==> src/rtl/reaction_ctrl.sv <==
// Reaction-time game sequencer: arms the random delay, lights "go", times the
// press in milliseconds, flags false starts and timeouts, and tracks the best time.
//
// state  | meaning
// IDLE   | after reset, waiting for start
// ARM    | one-cycle arm pulse to the delay generator
// WAIT   | random delay running; a press here is a false start
// GO     | LED lit, timing the press
// RESULT | last time held (valid press or timeout)
// FOUL   | false start; waiting for start once the delay has drained
module reaction_ctrl #(
  parameter int CYC_PER_MS = 50_000,
  parameter int TIMEOUT_MS = 9_999
) (
  input  logic        iCLK,
  input  logic        iRST,
  input  logic        iSTART,
  input  logic        iPRESS,
  input  logic        iDLY_DONE,
  output logic        oDLY_EN,
  output logic        oLED,
  output logic [13:0] oTIME,
  output logic [13:0] oBEST,
  output logic        oVALID,
  output logic        oFOUL,
  output logic        oTIMEOUT
);

  localparam int PW = (CYC_PER_MS > 1) ? $clog2(CYC_PER_MS) : 1;
  localparam logic [PW-1:0] PRE_LAST = PW'(CYC_PER_MS - 1);
  localparam logic [13:0] MS_MAX = 14'(TIMEOUT_MS);

  typedef enum logic [2:0] {IDLE, ARM, WAIT, GO, RESULT, FOUL} state_t;

  state_t        state;
  logic [PW-1:0] pre;
  logic [13:0]   ms;
  logic [13:0]   ms_nxt;
  logic          dly_busy;
  logic          wrap;

  assign wrap   = (pre == PRE_LAST);
  assign ms_nxt = (ms == MS_MAX) ? ms : ms + 14'd1;

  always_ff @(posedge iCLK) begin
    if (iRST) begin
      state    <= IDLE;
      pre      <= '0;
      ms       <= '0;
      dly_busy <= 1'b0;
      oDLY_EN  <= 1'b0;
      oLED     <= 1'b0;
      oTIME    <= '0;
      oBEST    <= '0;
      oVALID   <= 1'b0;
      oFOUL    <= 1'b0;
      oTIMEOUT <= 1'b0;
    end else begin
      oDLY_EN <= 1'b0;
      oVALID  <= 1'b0;

      // A done pulse always wins, so a stale done seen after a foul drains the busy flag.
      if (iDLY_DONE)
        dly_busy <= 1'b0;
      else if (oDLY_EN)
        dly_busy <= 1'b1;

      case (state)
        IDLE, RESULT, FOUL: begin
          if (iSTART && !dly_busy) begin
            state    <= ARM;
            oDLY_EN  <= 1'b1;
            oFOUL    <= 1'b0;
            oTIMEOUT <= 1'b0;
          end
        end
        ARM: begin
          if (iPRESS) begin
            state <= FOUL;
            oFOUL <= 1'b1;
          end else begin
            state <= WAIT;
          end
        end
        WAIT: begin
          if (iPRESS) begin
            state <= FOUL;
            oFOUL <= 1'b1;
          end else if (iDLY_DONE) begin
            state <= GO;
            oLED  <= 1'b1;
            pre   <= '0;
            ms    <= '0;
          end
        end
        GO: begin
          if (iPRESS) begin
            state  <= RESULT;
            oLED   <= 1'b0;
            oTIME  <= ms;
            oVALID <= 1'b1;
            // A first-millisecond press records 0 but never becomes the best.
            if (ms != 14'd0 && (oBEST == 14'd0 || ms < oBEST))
              oBEST <= ms;
          end else begin
            pre <= wrap ? '0 : pre + 1'b1;
            if (wrap)
              ms <= ms_nxt;
            if (wrap && ms_nxt == MS_MAX) begin
              state    <= RESULT;
              oLED     <= 1'b0;
              oTIME    <= MS_MAX;
              oTIMEOUT <= 1'b1;
            end
          end
        end
        default: state <= IDLE;
      endcase
    end
  end

endmodule

==> config.mk <==
export PLATFORM = sky130hd
export DESIGN_NAME = reaction_ctrl
export DESIGN_NICKNAME = d
export VERILOG_FILES = /design/src/rtl/reaction_ctrl.sv
export SDC_FILE = /design/constraint.sdc
export NUM_CORES = 1
export LEC_CHECK = 0
export CAP_MARGIN = 30
export CORE_MARGIN = 5
export CORE_UTILIZATION = 57
export CTS_CLUSTER_DIAMETER = 100
export CTS_CLUSTER_SIZE = 30
export DETAILED_ROUTE_END_ITERATION = 6
export PLACE_DENSITY = 0.8
export SLEW_MARGIN = 10
export SYNTH_ARGS = -nofsm -noshare
export SYNTH_HDL_FRONTEND = slang
export SYNTH_SLANG_ARGS = --single-unit
==> constraint.sdc <==
create_clock -name iCLK -period 3.2 [get_ports iCLK]
set_clock_uncertainty 0.1 [all_clocks]
set_input_delay 0.48 -clock iCLK [delete_from_list [all_inputs] [get_ports iCLK]]
set_output_delay 0.48 -clock iCLK [all_outputs]
set_load 0.005 [all_outputs]
==> impl_metrics.csv <==
group,metric,value,unit
worst_setup_path,r2r_start,"ms[0]",
cells_and_area,n_fill_cell,549,
cells_and_area,final_design_area_no_fill,0.00430,mm2
cts,cts_tree,"done",
cts,clk_pin_slew,80,ps
cells_and_area,fin_nets,503,
cts,clock_latency,350,ps
cts,cts_hold_buf,0,
route,drt_iter0_markers,320,
cts,numCtsBuffers,9,
placed_design,io_buffers,37,
synth,yosys_most_used_dff,"dfxtp_1",
die,core_area,0.00631,mm2
cts,clkSinkCount,67,
synth,ys_types,52,
timing,hold_slack,350,ps
die,initial_utilization,0.583,
route,wirelength,9.09,mm
cells_and_area,antenna_cells,0,
worst_setup_path,max_stage_delay,510,ps
cts,cts_resized,0,
cts,cts.htree.levels,3,
cts,postCtsSetupRepairBufs,0,
placed_design,dp.cells,548,
worst_hold_path,hp-class,"flip-flop to flip-flop",
timing,finalSetupViolCount,0,
run,maxCapViolations,0,
synth,syn-instance-count,451,
timing,max_freq,364,MHz
worst_setup_path,critPathArrivalTime,2950,ps
pwr,netSwitchingFraction,0.229,
worst_setup_path,cp_cell_sequence,"ha_1, and3_1, nand4_1, and2_1, a31oi_1, and4bb_4, o21ai_4, a32o_1",
route,postRouteAntennaNets,0,
cells_and_area,drive_gt1_frac,0.0801,
global_route,grt-ovfl-total,0,
placed_design,place_congestion,0.911,
global_route,grt_pass1_wl,15.8,mm
synth,synth_area_per_cell,8.16,um2
global_route,antenna_found_initial,0,
placed_design,dpl.hpwl,6.35,mm
global_route,grt_max_degree,43,
die,rows,29,
cts,clock_path_buffers,2,
pwr,clkPwrFrac,0.464,
worst_setup_path,critPathLaunch,"ms[0]",
timing,rsz0062_at_grt,"false",
timing,drv_slew,0,
route,first_pass_iters,5,
route,vias_per_cell,6.02,
worst_setup_path,crit_path_max_fanout,14,
pwr,internal-power,1.33,mW
die,die_x,90.4,um
cells_and_area,area.growth.synth_to_final,16.9,%
timing,finalHoldViolations,0,
pwr,pwr-share-seq,0.495,
synth,ys_ff_latch,67,
synth,synth_edf_count,0,
route,dr_total_vias,3398,
synth,ys_seq_area_frac,0.364,
pwr,p_comb_frac,0.041,
pwr,switchingPower,0.395,mW
cells_and_area,finalNonFillerCells,564,
status,status,"finished, final reports clean",
route,drc,0,
timing,worstMarginPinSlew,588,ps
cts,cts_root_buf,"clkbuf_8",
synth,synthesis.nets,472,
die,die_h,90.4,um
timing,tns,0,ps
placed_design,place_area,0.00408,mm2
pwr,p_leak,1.53,nW
route,wl_per_cell,16.1,um
synth,synthArstFlopShare,0,
synth,syn-cell-area,0.00368,mm2
timing,min_period,2750,ps
timing,slew_headroom,0.607,
timing,period_share,0.859,
die,io_pins,38,
die,die_area,0.00817,mm2
worst_setup_path,crit_type,"flip-flop to flip-flop",
cells_and_area,mostFrequentLayoutCells,"67 x dfxtp_1, 57 x nand2_1, 40 x nor2_1",
pwr,powerDensity,401,mW/mm2
worst_setup_path,startpoint_type,"flip-flop",
worst_setup_path,cpMaxStageDelayCell,"dfxtp_1",
global_route,grt_usage,0.231,
global_route,grt_pass1_vias,3303,
synth,yosysWarnings,0,
worst_setup_path,worstPathRequired,3400,ps
pwr,ir_worst_vdd,0.300,mV
worst_setup_path,end_kind,"flip-flop",
worst_hold_path,hp-start,"oTIME[13]",
cells_and_area,final_common_cell,"dfxtp_1",
-- critical path, delay by kind of cell (launching register included) --
kind | cells | cell delay [ps]
simple gates | 4 | 970
compound gates | 3 | 770
flops | 1 | 510
fa+ha+maj | 1 | 350
-- power groups by stage --
stage | registers (mW) | logic, mW | clock network [mW]
final | 0.854 | 0.0711 | 0.801
after global routing | 0.855 | 0.0794 | 0.851
after CTS | 0.853 | 0.0716 | 0.811
after detailed placement | 0.873 | 0.0709 | 0
after global placement | 0.872 | 0.0701 | 0
after floorplan | 0.867 | 0.0485 | 0
-- synth_stat cells, drive strengths merged, types with 2 or more instances --
| master | instances | area, um2 |
|---|---|---|
| nor2 | 40 | 150 |
| nand3 | 17 | 85.1 |
| and4 | 6 | 52.6 |
| dfxtp | 67 | 1340 |
| o31ai | 5 | 37.5 |
| buf | 14 | 95.1 |
| ha | 16 | 200 |
| o41ai | 2 | 17.5 |
| and3 | 11 | 73.8 |
| or3 | 4 | 30.0 |
| nor4 | 6 | 43.8 |
| a21o | 4 | 30.0 |
| or4 | 2 | 15.0 |
| and4bb | 2 | 28.8 |
| nand2b | 6 | 37.5 |
| xnor2 | 2 | 17.5 |
| a32o | 6 | 60.1 |
| nand4 | 17 | 128 |
| o21ai | 36 | 191 |
| nand2 | 57 | 214 |
| xor2 | 14 | 123 |
| a21oi | 26 | 130 |
| nor2b | 6 | 37.5 |
| a211oi | 2 | 25.0 |
| clkbuf | 12 | 45.0 |
| mux2i | 15 | 150 |
| and2 | 4 | 25.0 |
| nor3 | 7 | 45.0 |
| inv | 27 | 101 |
| nor4b | 3 | 26.3 |
| a31oi | 5 | 31.3 |
-- cell type report --
cell class / count / area [um2] / share of cell area
clock buffers: 10 / 138 / 0.0320
clock inverters: 6 / 88.8 / 0.0206
inverters: 27 / 101 / 0.0236
multi-input cells: 331 / 2100 / 0.488
flip-flops and latches: 67 / 1340 / 0.312
well taps: 77 / 96.3 / 0.0224
repair buffers: 46 / 438 / 0.102
-- per-stage QoR --
stage           util  setup slack [ps]  total power [mW]
3_3_place_gp   0.646               293             0.942
5_1_grt        0.682               270              1.79
6_report       0.682               450              1.73
3_5_place_dp   0.646               263             0.944
2_1_floorplan      -               824             0.916
4_1_cts        0.682               495              1.74
-- flip-flops by register name, summed over array words and instances (netlist names) --
register and count:
ms 14, dly_busy 1, state 3, oTIME 14, oFOUL 1, oVALID 1, oBEST 14, oLED 1
oDLY_EN 1, oTIMEOUT 1, pre 16
-- layer usage --
metal	up-vias	wire length, um	global-route usage
met3	18	502	0.0500
met1	1611	4040	0.296
met4	0	181	0.0844
met2	108	4360	0.380
li1	1661	-	-
met5	-	0	0
-- path summary, 6_finish.rpt --
path	end	slack (ps)	depth (start not counted)
min reg2reg	oTIME[13]	350	2
max	oTIME[5]	450	8
max reg2reg	oTIME[5]	450	8
min	oTIME[13]	350	2
-- kinds of logic (layout without fill, tap and decap cells) --
group	Yosys count	after routing	share of synthesized area
DFF	67	67	0.364
xor gates and xnor gates	16	16	0.0381
adders and majority gates	16	16	0.0544
buffers and inverters	53	89	0.0656
AOI/OAI and AO/OA	93	93	0.160
muxes	15	15	0.0408
and+or+nand+nor	191	191	0.277
(Power assumes the default switching activity.)
